**src/rtl/byte_pair_deser.sv**
```systemverilog
// Deserialises two MSB-first bit streams into a byte pair held in a
// valid/ready output register; a pair completing while the register is
// still occupied and not being accepted is dropped and flagged sticky.
module byte_pair_deser #(
    parameter int unsigned WIDTH = 8
) (
    input  logic                       clk,
    input  logic                       rst_n,
    input  logic                       clr,
    input  logic                       bit_valid,
    input  logic                       bit_a,
    input  logic                       bit_b,
    input  logic                       out_ready,
    output logic [WIDTH-1:0]           byte_a,
    output logic [WIDTH-1:0]           byte_b,
    output logic                       out_valid,
    output logic                       overrun,
    output logic [$clog2(WIDTH)-1:0]   bit_cnt
);

    localparam int unsigned CW = $clog2(WIDTH);

    typedef enum logic {
        ST_EMPTY = 1'b0,
        ST_FULL  = 1'b1
    } state_t;

    state_t           state_q;
    state_t           state_d;
    logic             load_c;
    logic             drop_c;
    logic             last_bit_c;
    logic             accept_c;

    // Only WIDTH-1 bits are stored; the current bit completes the byte.
    logic [WIDTH-2:0] sh_a_q;
    logic [WIDTH-2:0] sh_b_q;
    logic [WIDTH-1:0] full_a_c;
    logic [WIDTH-1:0] full_b_c;

    assign full_a_c   = {sh_a_q, bit_a};
    assign full_b_c   = {sh_b_q, bit_b};
    assign last_bit_c = bit_valid && (bit_cnt == CW'(WIDTH - 1));
    assign out_valid  = (state_q == ST_FULL);
    assign accept_c   = out_valid && out_ready;

    // Output state register.
    always_ff @(posedge clk or negedge rst_n) begin
        if (!rst_n) begin
            state_q <= ST_EMPTY;
        end else begin
            state_q <= state_d;
        end
    end

    // Next-state and load/drop decisions for the output register.
    always_comb begin
        state_d = state_q;
        load_c  = 1'b0;
        drop_c  = 1'b0;
        if (clr) begin
            state_d = ST_EMPTY;
        end else begin
            case (state_q)
                ST_EMPTY: begin
                    if (last_bit_c) begin
                        load_c  = 1'b1;
                        state_d = ST_FULL;
                    end
                end
                ST_FULL: begin
                    if (accept_c && last_bit_c) begin
                        load_c = 1'b1;
                    end else if (accept_c) begin
                        state_d = ST_EMPTY;
                    end else if (last_bit_c) begin
                        drop_c = 1'b1;
                    end
                end
                default: begin
                    state_d = ST_EMPTY;
                end
            endcase
        end
    end

    // Serial side: shift registers and bit counter, never stalled by the consumer.
    always_ff @(posedge clk or negedge rst_n) begin
        if (!rst_n) begin
            sh_a_q  <= '0;
            sh_b_q  <= '0;
            bit_cnt <= '0;
        end else if (clr) begin
            sh_a_q  <= '0;
            sh_b_q  <= '0;
            bit_cnt <= '0;
        end else if (bit_valid) begin
            sh_a_q  <= full_a_c[WIDTH-2:0];
            sh_b_q  <= full_b_c[WIDTH-2:0];
            bit_cnt <= last_bit_c ? '0 : bit_cnt + CW'(1);
        end
    end

    // Output byte registers and sticky overrun flag.
    always_ff @(posedge clk or negedge rst_n) begin
        if (!rst_n) begin
            byte_a  <= '0;
            byte_b  <= '0;
            overrun <= 1'b0;
        end else if (clr) begin
            byte_a  <= '0;
            byte_b  <= '0;
            overrun <= 1'b0;
        end else begin
            if (load_c) begin
                byte_a <= full_a_c;
                byte_b <= full_b_c;
            end
            if (drop_c) begin
                overrun <= 1'b1;
            end
        end
    end

endmodule

```
**config.mk**
```make
export PLATFORM = sky130hd
export DESIGN_NAME = byte_pair_deser
export DESIGN_NICKNAME = d
export VERILOG_FILES = /design/src/rtl/byte_pair_deser.sv
export SDC_FILE = /design/constraint.sdc
export NUM_CORES = 1
export LEC_CHECK = 0
export CORE_MARGIN = 1
export CORE_UTILIZATION = 47
export CTS_CLUSTER_DIAMETER = 50
export CTS_CLUSTER_SIZE = 30
export DETAILED_ROUTE_END_ITERATION = 10
export PLACE_DENSITY = 0.87
export SYNTH_ARGS = -nofsm -noshare
export SYNTH_HDL_FRONTEND = slang
export SYNTH_SLANG_ARGS = --single-unit
export TNS_END_PERCENT = 30
```
**constraint.sdc**
```tcl
create_clock -name clk -period 1.4 [get_ports clk]
set_input_delay 0.28 -clock clk [delete_from_list [all_inputs] [get_ports clk]]
set_output_delay 0.28 -clock clk [all_outputs]
set_load 0.1 [all_outputs]
```
==> qor.yml, run 1 <==
status:
  status: "finished with violations"
  violations: "negative setup slack"
global_route:
  grt_pass1_wl_um: 5110
  overflow: 0
  antenna_found_initial: 0
  grt_pass1_vias: 1164
  track_usage: 0.201
  grt_start_max_net_pins: 52
cells_and_area:
  num_antenna_cells: 0
  final_cell_mix: "nand2b_1 (32), mux2i_1 (31), dfrtp_1 (31)"
  final_area_um2: 2300
  mostFrequentLayoutCell: "nand2b_1"
  nets: 179
  drive_gt1_frac: 0.263
  syn_to_final_growth_pct: 41.8
worst_setup_path:
  required_ns: 1.12
  crit_path_start_kind: "flip-flop"
  end_kind: "output port"
  critPathMaxFanout: 2
  crit_arrival_ns: 1.12
  rrSetupSlack_ns: 0.03
  crit_type: "reg -> out"
timing:
  fin_setup_tns_ns: -0.00346
  hold_viol_final: 0
  fin_crit_ns: 1.40
  max_freq_mhz: 713
  drv_slew: 0
  setup_slack_ns: -0.00346
  min_period_over_period: 1.00
  slew_headroom: 0.862
  setup_violations: 1
  grt_setup_unrepaired: "yes"
  fin_skew_ns: 0.00896
  worst_pin_slew_ns: 0.207
place:
  io_buffers: 27
  hpwl_um: 2090
  post_dp_cell_area_um2: 2230
  gp_congestion: 0.715
die:
  ios: 28
  die-area_um2: 3690
  die_h_um: 60.7
  rows: 20
  fp.dieW_um: 60.7
  core_um2: 3150
  initial_core_util: 0.514
flow_run:
  maxCapViolations: 0
drt:
  via_per_inst: 4.96
  ant_nets: 0
  drc: 0
  dr.pass1.iters: 4
  wire_per_inst_um: 13.8
  vias: 1066
  routed_wl_um: 2970
  detail_route.iter0.violations: 25
cts:
  htree_levels: 2
  cts_tree: "built"
  cts_root_buf: "clkbuf_4"
  cts.clk_slew.worst_paths_ns: 0.10
  insertion_delay_ns: 0.34
  cts_buffers: 5
  numClockSinks: 35
  clock_path_buffers: 2
power:
  peakVddDrop_mv: 0.537
  leakage_uw: 0.000995
  power.density_nw_per_um2: 763
logic_synthesis:
  yosysTopAreaCell: "dfrtp_1"
  synth_area_per_cell_um2: 11.9
  synth_cell_types: 18
  yosysWarnings: 0
  syn-instance-count: 136
  synth_area_um2: 1620
  synth_top_cell_area_share: 0.541
  syn-num-nets: 145
  synth_area_leaders: "dfrtp_1 (54%), mux2i_1 (19%), nand2b_1 (12%)"
  synth_seq_area_share: 0.541
  ys_ff_latch: 35
hold_path:
  hp-class: "in -> async"
[timing repair]
action | CTS | global route
endpoints found under the setup margin | 3 | 14
pin swaps | 1 | 0
endpoints found under the hold margin | 0 | 0
hold buffers | 0 | 0
gates resized for setup | 1 | 1
setup buffers | 1 | 0
[flip-flops by register name (all words and copies together) (netlist names)]
name       count
byte_b         8
bit_cnt        3
byte_a         8
overrun        1
sh_b_q         7
out_valid      1
sh_a_q         7
[metal layers]
layer,vias up,share of wire,track usage
met4,0,0.029,0.146
met2,26,0.51,0.320
met3,8,0.040,0.0490
met1,512,0.42,0.237
li1,520,-,-
met5,-,0,0
[synth_stat cells]
library cell / count
ha_1: 2
a21oi_1: 1
nand2b_1: 32
buf_4: 1
buf_6: 1
mux2i_1: 31
inv_1: 1
buf_2: 2
nor2_1: 19
and2b_4: 1
buf_12: 1
nor2_8: 1
nor2b_1: 1
a31oi_1: 1
clkbuf_1: 3
dfrtp_1: 35
nand2_4: 1
a22oi_1: 2
[report_power, final]
group          internal (uW)  total (uW)  switching (uW)
registers               1020        1040            12.6
clock network            195         523             328
logic                   90.1         194             104
total                   1310        1750             444
[cell families (layout without fill, tap and decap cells)]
logic type / Yosys count / in the layout / share of synthesized area
mux: 31 / 31 / 0.192
simple gates: 55 / 55 / 0.197
fa+ha+maj: 2 / 2 / 0.0154
compound gates: 4 / 4 / 0.0162
buf+inv: 9 / 44 / 0.0394
flops: 35 / 35 / 0.541
[final timing paths]
kind | from | end | cells past startpoint
setup / recovery | bit_cnt[0] | bit_cnt[0] | 2
hold / removal | rst_n | byte_a[7] | 2
setup reg to reg | bit_cnt[1] | byte_a[1] | 6
hold reg to reg | sh_a_q[6] | sh_a_q[6] | 2
max in group asynchronous | rst_n | bit_cnt[1] | 2
min in group clk | sh_a_q[6] | sh_a_q[6] | 2
[area by class of cell]
class | instances | area, um^2
inverter | 1 | 3.75
multi-input combinational | 92 | 708
fill | 221 | 856
clock inverter | 1 | 5.00
tap | 44 | 55.1
sequential | 35 | 886
timing repair buffer | 35 | 594
clock buffer | 7 | 45.0
[worst max-delay path, stage by stage (launching register included)]
cell,delay (ns)
dfrtp_4,0.50
buf_6,0.13
buf_12,0.15
[through the flow]
stage                     cells  power, uW  setup WS [ns]  hold WS, ns  utilization
after global routing        215       1820        -0.0445        0.312        0.729
after floorplan             136       1160         -0.182      -0.0156            -
after global placement      206       1240        -0.0991        0.511        0.708
final                       215       1750       -0.00346        0.287        0.729
after CTS                   215       1770        -0.0207        0.279        0.728
after detailed placement    206       1250         -0.216        0.526        0.708
No activity file was read; power rests on OpenSTA's default activity.
==> run 2: changes to the inputs <==
==> constraint.sdc (replaced) <==
create_clock -name clk -period 1.4 [get_ports clk]
set_input_delay 0.21 -clock clk [delete_from_list [all_inputs] [get_ports clk]]
set_output_delay 0.21 -clock clk [all_outputs]
set_load 0.1 [all_outputs]
==> run 2 against run 1 <==
Effect of this change:
- the run now ends clean
- setup slack better by 0.020 ns
- die area unchanged
- critical path type is now reg -> reg
- combinational power barely moved
- sequential power is essentially flat
- total power shrank 1.0%
- wire length is 6.3% lower
- cell area rose by 0.22%
- register-to-register slack about the same
- utilization grew 0.16 points
- sequential share of layout area decreased by 0.084 points
- sequential cell count is the same
==> qor.yml, run 2 (synthesis gave the netlist of run 1 again) <==
timing:
  drv_slew: 0  # unchanged
  max_freq_mhz: 723  # was 713 MHz
  whs_ns: 0.240  # was 0.287 ns
  fin_skew_ns: 0.0144  # was 0.00896 ns
  hold_viol_final: 0  # unchanged
  setup_violations: 0  # was 1
  worst_pin_slew_ns: 0.204  # was 0.207 ns
  fin_crit_ns: 1.38  # was 1.40 ns
  grt_setup_unrepaired: "yes"  # unchanged
  slew_headroom: 0.864  # was 0.862
  setup_slack_ns: 0.0164  # was -0.00346 ns
  min_period_over_period: 0.988  # was 1.00
hold_path:
  hp-class: "in -> async"  # unchanged
cts:
  cts.clk_slew.worst_paths_ns: 0.11  # was 0.10 ns
  cts_root_buf: "clkbuf_4"  # unchanged
  numClockSinks: 35  # unchanged
  insertion_delay_ns: 0.33  # was 0.34 ns
  clock_path_buffers: 2  # unchanged
  cts_tree: "built"  # unchanged
  hold_buffers: 0  # unchanged
  cts_buffers: 5  # unchanged
  htree_levels: 2  # unchanged
cells_and_area:
  syn_to_final_growth_pct: 42.1  # was 41.8%
  final_cell_mix: "nand2b_1 (32), dfrtp_1 (31), mux2i_1 (29)"  # was nand2b_1 (32), mux2i_1 (31), dfrtp_1 (31)
  num_antenna_cells: 0  # unchanged
  reg.largest.list: "byte_a: 8 flops, byte_b: 8 flops"  # unchanged
  drive_gt1_frac: 0.271  # was 0.263
  nets: 178  # was 179
  fillCellCount: 228  # was 221
  final_cells: 214  # was 215
  final_area_um2: 2300  # about the same
  mostFrequentLayoutCell: "nand2b_1"  # unchanged
place:
  hpwl_um: 1980  # was 2090 um
  dp_slack_ns: -0.171  # was -0.216 ns
  gp_congestion: 0.722  # was 0.715
  dp_cells: 204  # was 206
  post_dp_cell_area_um2: 2220  # was 2230 um^2
  io_buffers: 27  # unchanged
power:
  peakVddDrop_mv: 0.718  # was 0.537 mV
  pwr-share-seq: 0.596  # was 0.591
  p_comb_frac: 0.112  # was 0.110
  power.density_nw_per_um2: 754  # was 763 nW/um^2
  p_int_uw: 1310  # about the same
  clkPwrFrac: 0.292  # was 0.298
  switchingPower_uw: 427  # was 444 uW
  power_uw: 1740  # was 1750 uW
  switching_share: 0.246  # was 0.253
  leakage_uw: 0.000993  # was 0.000995 uW
drt:
  routed_wl_um: 2780  # was 2970 um
  vias: 1031  # was 1066
  detail_route.iter0.violations: 38  # was 25
  drc: 0  # unchanged
  ant_nets: 0  # unchanged
  dr.pass1.iters: 4  # unchanged
  via_per_inst: 4.82  # was 4.96
  wire_per_inst_um: 13.0  # was 13.8 um
die:
  initial_core_util: 0.514  # unchanged
  die-area_um2: 3690  # unchanged
  ios: 28  # unchanged
  rows: 20  # unchanged
  die_h_um: 60.7  # unchanged
  fp.dieW_um: 60.7  # unchanged
  core_um2: 3150  # unchanged
worst_setup_path:
  required_ns: 1.63  # was 1.12 ns
  crit_type: "reg -> reg"  # was reg -> out
  end_kind: "flip-flop"  # was output port
  critPathMaxFanout: 14  # was 2
  crit_arrival_ns: 1.61  # was 1.12 ns
  ff2ff_path_depth: 6  # unchanged
  rrSetupSlack_ns: 0.02  # was 0.03 ns
  crit_path_start_kind: "flip-flop"  # unchanged
global_route:
  grt_pass1_wl_um: 4710  # was 5110 um
  grt_pass1_vias: 1020  # was 1164
  overflow: 0  # unchanged
  track_usage: 0.181  # was 0.201
  grt_start_max_net_pins: 52  # unchanged
  antenna_found_initial: 0  # unchanged
status:
  status: "complete, no violations"  # was finished with violations
flow_run:
  maxCapViolations: 0  # unchanged
[run 2: cell count changes in the layout (fill, tap and decap cells not counted), sizes merged]
cell	delta
buf	-1
[run 2: layer usage]
| layer | vias up | wire length [um] | share of wire | global-route usage |
|---|---|---|---|---|
| met5 | - | 0 | 0 | 0 |
| met4 | 0 | 31 | 0.011 | 0.0584 |
| met3 | 4 | 107 | 0.038 | 0.0576 |
| met2 | 19 | 1400 | 0.50 | 0.308 |
| met1 | 494 | 1240 | 0.45 | 0.221 |
| li1 | 514 | - | - | - |
[run 2: area by class of cell]
cell class	instances	area [um^2]	share of cell area
Sequential cell	35	886	0.385
Tap cell	44	55.1	0.0239
Clock buffer	7	45.0	0.0196
Inverter	1	3.75	0.00163
Clock inverter	1	5.00	0.00217
Multi-Input combinational cell	92	724	0.315
Timing Repair Buffer	34	583	0.253
[run 2: final timing paths]
kind / startpoint / end
min reg2reg: sh_b_q[6] / sh_b_q[6]
max: bit_cnt[0] / byte_b[1]
min: rst_n / sh_b_q[3]
max reg2reg: bit_cnt[0] / byte_b[1]
max in group asynchronous: rst_n / bit_cnt[0]
min in group clk: bit_a / byte_a[0]
[run 2: power by group through the flow]
stage               registers [uW]  logic [uW]  clock network, uW
finish                        1030         194                507
global route                  1040         210                566
CTS                           1030         196                526
detailed placement            1060         185                  0
global placement              1060         179                  0
floorplan                     1090        74.0                  0
[run 2: stage by stage]
step,util,setup TNS [ns]
5_1_grt,0.730,-0.0183
3_3_place_gp,0.704,-0.285
3_5_place_dp,0.704,-1.26
2_1_floorplan,-,-2.11
4_1_cts,0.725,0
6_report,0.730,0
[run 2: critical path, stage by stage, from the launching register on]
cell and delay [ns]:
dfrtp_4 0.50, ha_4 0.17, ha_4 0.17, nand2_4 0.08
nor2_8 0.04, buf_12 0.15, mux2i_4 0.18
[run 2: repair_timing]
| item | in CTS | in global routing |
|---|---|---|
| pin swaps | 0 | 2 |
| buffers inserted | 2 | 0 |
| endpoints found under the setup margin | 3 | 4 |
| gates resized for setup | 1 | 3 |
==> run 3: changes to the inputs <==
--- a/config.mk
+++ b/config.mk
@@ -5,11 +5,13 @@
 export SDC_FILE = /design/constraint.sdc
 export NUM_CORES = 1
 export LEC_CHECK = 0
+export CAP_MARGIN = 5
 export CORE_MARGIN = 1
 export CORE_UTILIZATION = 47
 export CTS_CLUSTER_DIAMETER = 50
 export CTS_CLUSTER_SIZE = 30
 export DETAILED_ROUTE_END_ITERATION = 10
+export MAX_ROUTING_LAYER = met4
 export PLACE_DENSITY = 0.87
 export SYNTH_ARGS = -nofsm -noshare
 export SYNTH_HDL_FRONTEND = slang
==> run 3 against run 2 <==
Effect of this change:
- final cell count stayed put
- count of clock-buffer cells in the layout unchanged
- total power is 0.20% higher
==> qor.yml, run 3 (synthesis gave the netlist of run 1 again) <==
status:
  status: "complete, no violations"  # unchanged
timing:
  setup_violations: 0  # unchanged
  drv_slew: 0  # unchanged
  setup_slack_ns: 0.0163  # was 0.0164 ns
  hold_viol_final: 0  # unchanged
  min_period_over_period: 0.988  # about the same
  worst_pin_slew_ns: 0.204  # unchanged
  whs_ns: 0.233  # was 0.240 ns
  fin_skew_ns: 0.0136  # was 0.0144 ns
  slew_headroom: 0.864  # unchanged
  fin_crit_ns: 1.38  # about the same
  max_freq_mhz: 723  # about the same
  grt_setup_unrepaired: "yes"  # unchanged
die:
  die_h_um: 60.7  # unchanged
  rows: 20  # unchanged
  fp.dieW_um: 60.7  # unchanged
  die-area_um2: 3690  # unchanged
  core_um2: 3150  # unchanged
  initial_core_util: 0.514  # unchanged
  ios: 28  # unchanged
cells_and_area:
  mostFrequentLayoutCell: "nand2b_1"  # unchanged
  final_area_um2: 2300  # unchanged
  num_antenna_cells: 0  # unchanged
  syn_to_final_growth_pct: 42.1  # unchanged
  fillCellCount: 228  # unchanged
  reg.largest.list: "byte_a: 8 flops, byte_b: 8 flops"  # unchanged
  final_cell_mix: "nand2b_1 (32), dfrtp_1 (31), mux2i_1 (29)"  # unchanged
  final_cells: 214  # unchanged
  drive_gt1_frac: 0.271  # unchanged
  nets: 178  # unchanged
drt:
  routed_wl_um: 2780  # about the same
  wire_per_inst_um: 13.0  # about the same
  ant_nets: 0  # unchanged
  dr.pass1.iters: 4  # unchanged
  via_per_inst: 4.83  # was 4.82
  detail_route.iter0.violations: 28  # was 38
  drc: 0  # unchanged
  vias: 1033  # was 1031
place:
  gp_congestion: 0.731  # was 0.722
  dp_cells: 204  # unchanged
  io_buffers: 27  # unchanged
  hpwl_um: 1980  # unchanged
  post_dp_cell_area_um2: 2220  # unchanged
  dp_slack_ns: -0.171  # unchanged
power:
  leakage_uw: 0.000993  # unchanged
  peakVddDrop_mv: 0.714  # was 0.718 mV
  power.density_nw_per_um2: 755  # was 754 nW/um^2
worst_setup_path:
  cpMostUsedCell: "ha_4"  # unchanged
  crit_chain: "ha_4 -> ha_4 -> nand2_4 -> nor2_8 -> buf_12 -> mux2i_4"  # unchanged
  crit_arrival_ns: 1.62  # was 1.61 ns
  required_ns: 1.64  # was 1.63 ns
  crit_path_start_kind: "flip-flop"  # unchanged
  crit_type: "reg -> reg"  # unchanged
  end_kind: "flip-flop"  # unchanged
  path_delay_family: "flip-flops"  # unchanged
  critPathMaxFanout: 14  # unchanged
  cpMaxStageDelayCell: "dfrtp_4"  # unchanged
  cpPeakStageDelay_ns: 0.50  # about the same
  path_buf_inv: 1  # unchanged
global_route:
  grt_start_max_net_pins: 52  # unchanged
  antenna_found_initial: 0  # unchanged
  grt_pass1_wl_um: 4710  # about the same
  track_usage: 0.188  # was 0.181
  grt_pass1_vias: 1028  # was 1020
  overflow: 0  # unchanged
cts:
  clock_path_buffers: 2  # unchanged
  htree_levels: 2  # unchanged
  insertion_delay_ns: 0.34  # was 0.33 ns
  cts_root_buf: "clkbuf_4"  # unchanged
  cts_tree: "built"  # unchanged
  hold_buffers: 0  # unchanged
  cts.clk_slew.worst_paths_ns: 0.10  # was 0.11 ns
  cts_buffers: 5  # unchanged
  numClockSinks: 35  # unchanged
hold_path:
  hp-class: "in -> async"  # unchanged
flow_run:
  maxCapViolations: 0  # unchanged
run 3: cell counts in the layout (fill, tap and decap cells not counted):
Identical to the previous run, type by type.
run 3: final cells by class:
type	count	area, um^2	area share
sequential	35	886	0.385
multi-input combinational	92	724	0.315
timing repair buffer	34	583	0.253
tap	44	55.1	0.0239
clock buffer	7	45.0	0.0196
clock inverter	1	5.00	0.00217
inverter	1	3.75	0.00163
run 3: final timing paths:
kind | to | cells past startpoint | start | slack, ns
max | byte_b[1] | 6 | bit_cnt[0] | 0.02
min | sh_b_q[4] | 2 | rst_n | 0.23
max reg2reg | byte_b[1] | 6 | bit_cnt[0] | 0.02
min reg2reg | sh_b_q[6] | 2 | sh_b_q[6] | 0.55
max in group asynchronous | bit_cnt[0] | 2 | rst_n | 0.96
min in group clk | byte_a[0] | 3 | bit_a | 0.47
run 3: what timing repair did:
action | in CTS | in global routing
setup buffers | 2 | 0
endpoints found under the setup margin | 3 | 4
pin swaps | 0 | 2
resized for setup | 1 | 3
run 3: layer usage:
layer | global-route usage | wire, um | up-vias
met2 | 0.309 | 1410 | 20
met5 | - | 0 | -
met4 | 0.0584 | 30 | 0
li1 | - | - | 514
met1 | 0.218 | 1220 | 495
met3 | 0.0640 | 120 | 4
run 3: power by group:
| group | leakage (uW) | total, uW | switching [uW] | internal, uW |
|---|---|---|---|---|
| clock network | 0.0000293 | 511 | 315 | 196 |
| logic | 0.000485 | 194 | 105 | 88.7 |
| registers | 0.000479 | 1030 | 10.5 | 1020 |
run 3: per-stage QoR:
step           setup TNS, ns  total power, uW  utilization
2_1_floorplan          -2.11             1160            -
3_3_place_gp          -0.285             1240        0.704
3_5_place_dp           -1.26             1240        0.704
4_1_cts                    0             1760        0.725
5_1_grt              -0.0183             1820        0.730
6_report                   0             1740        0.730
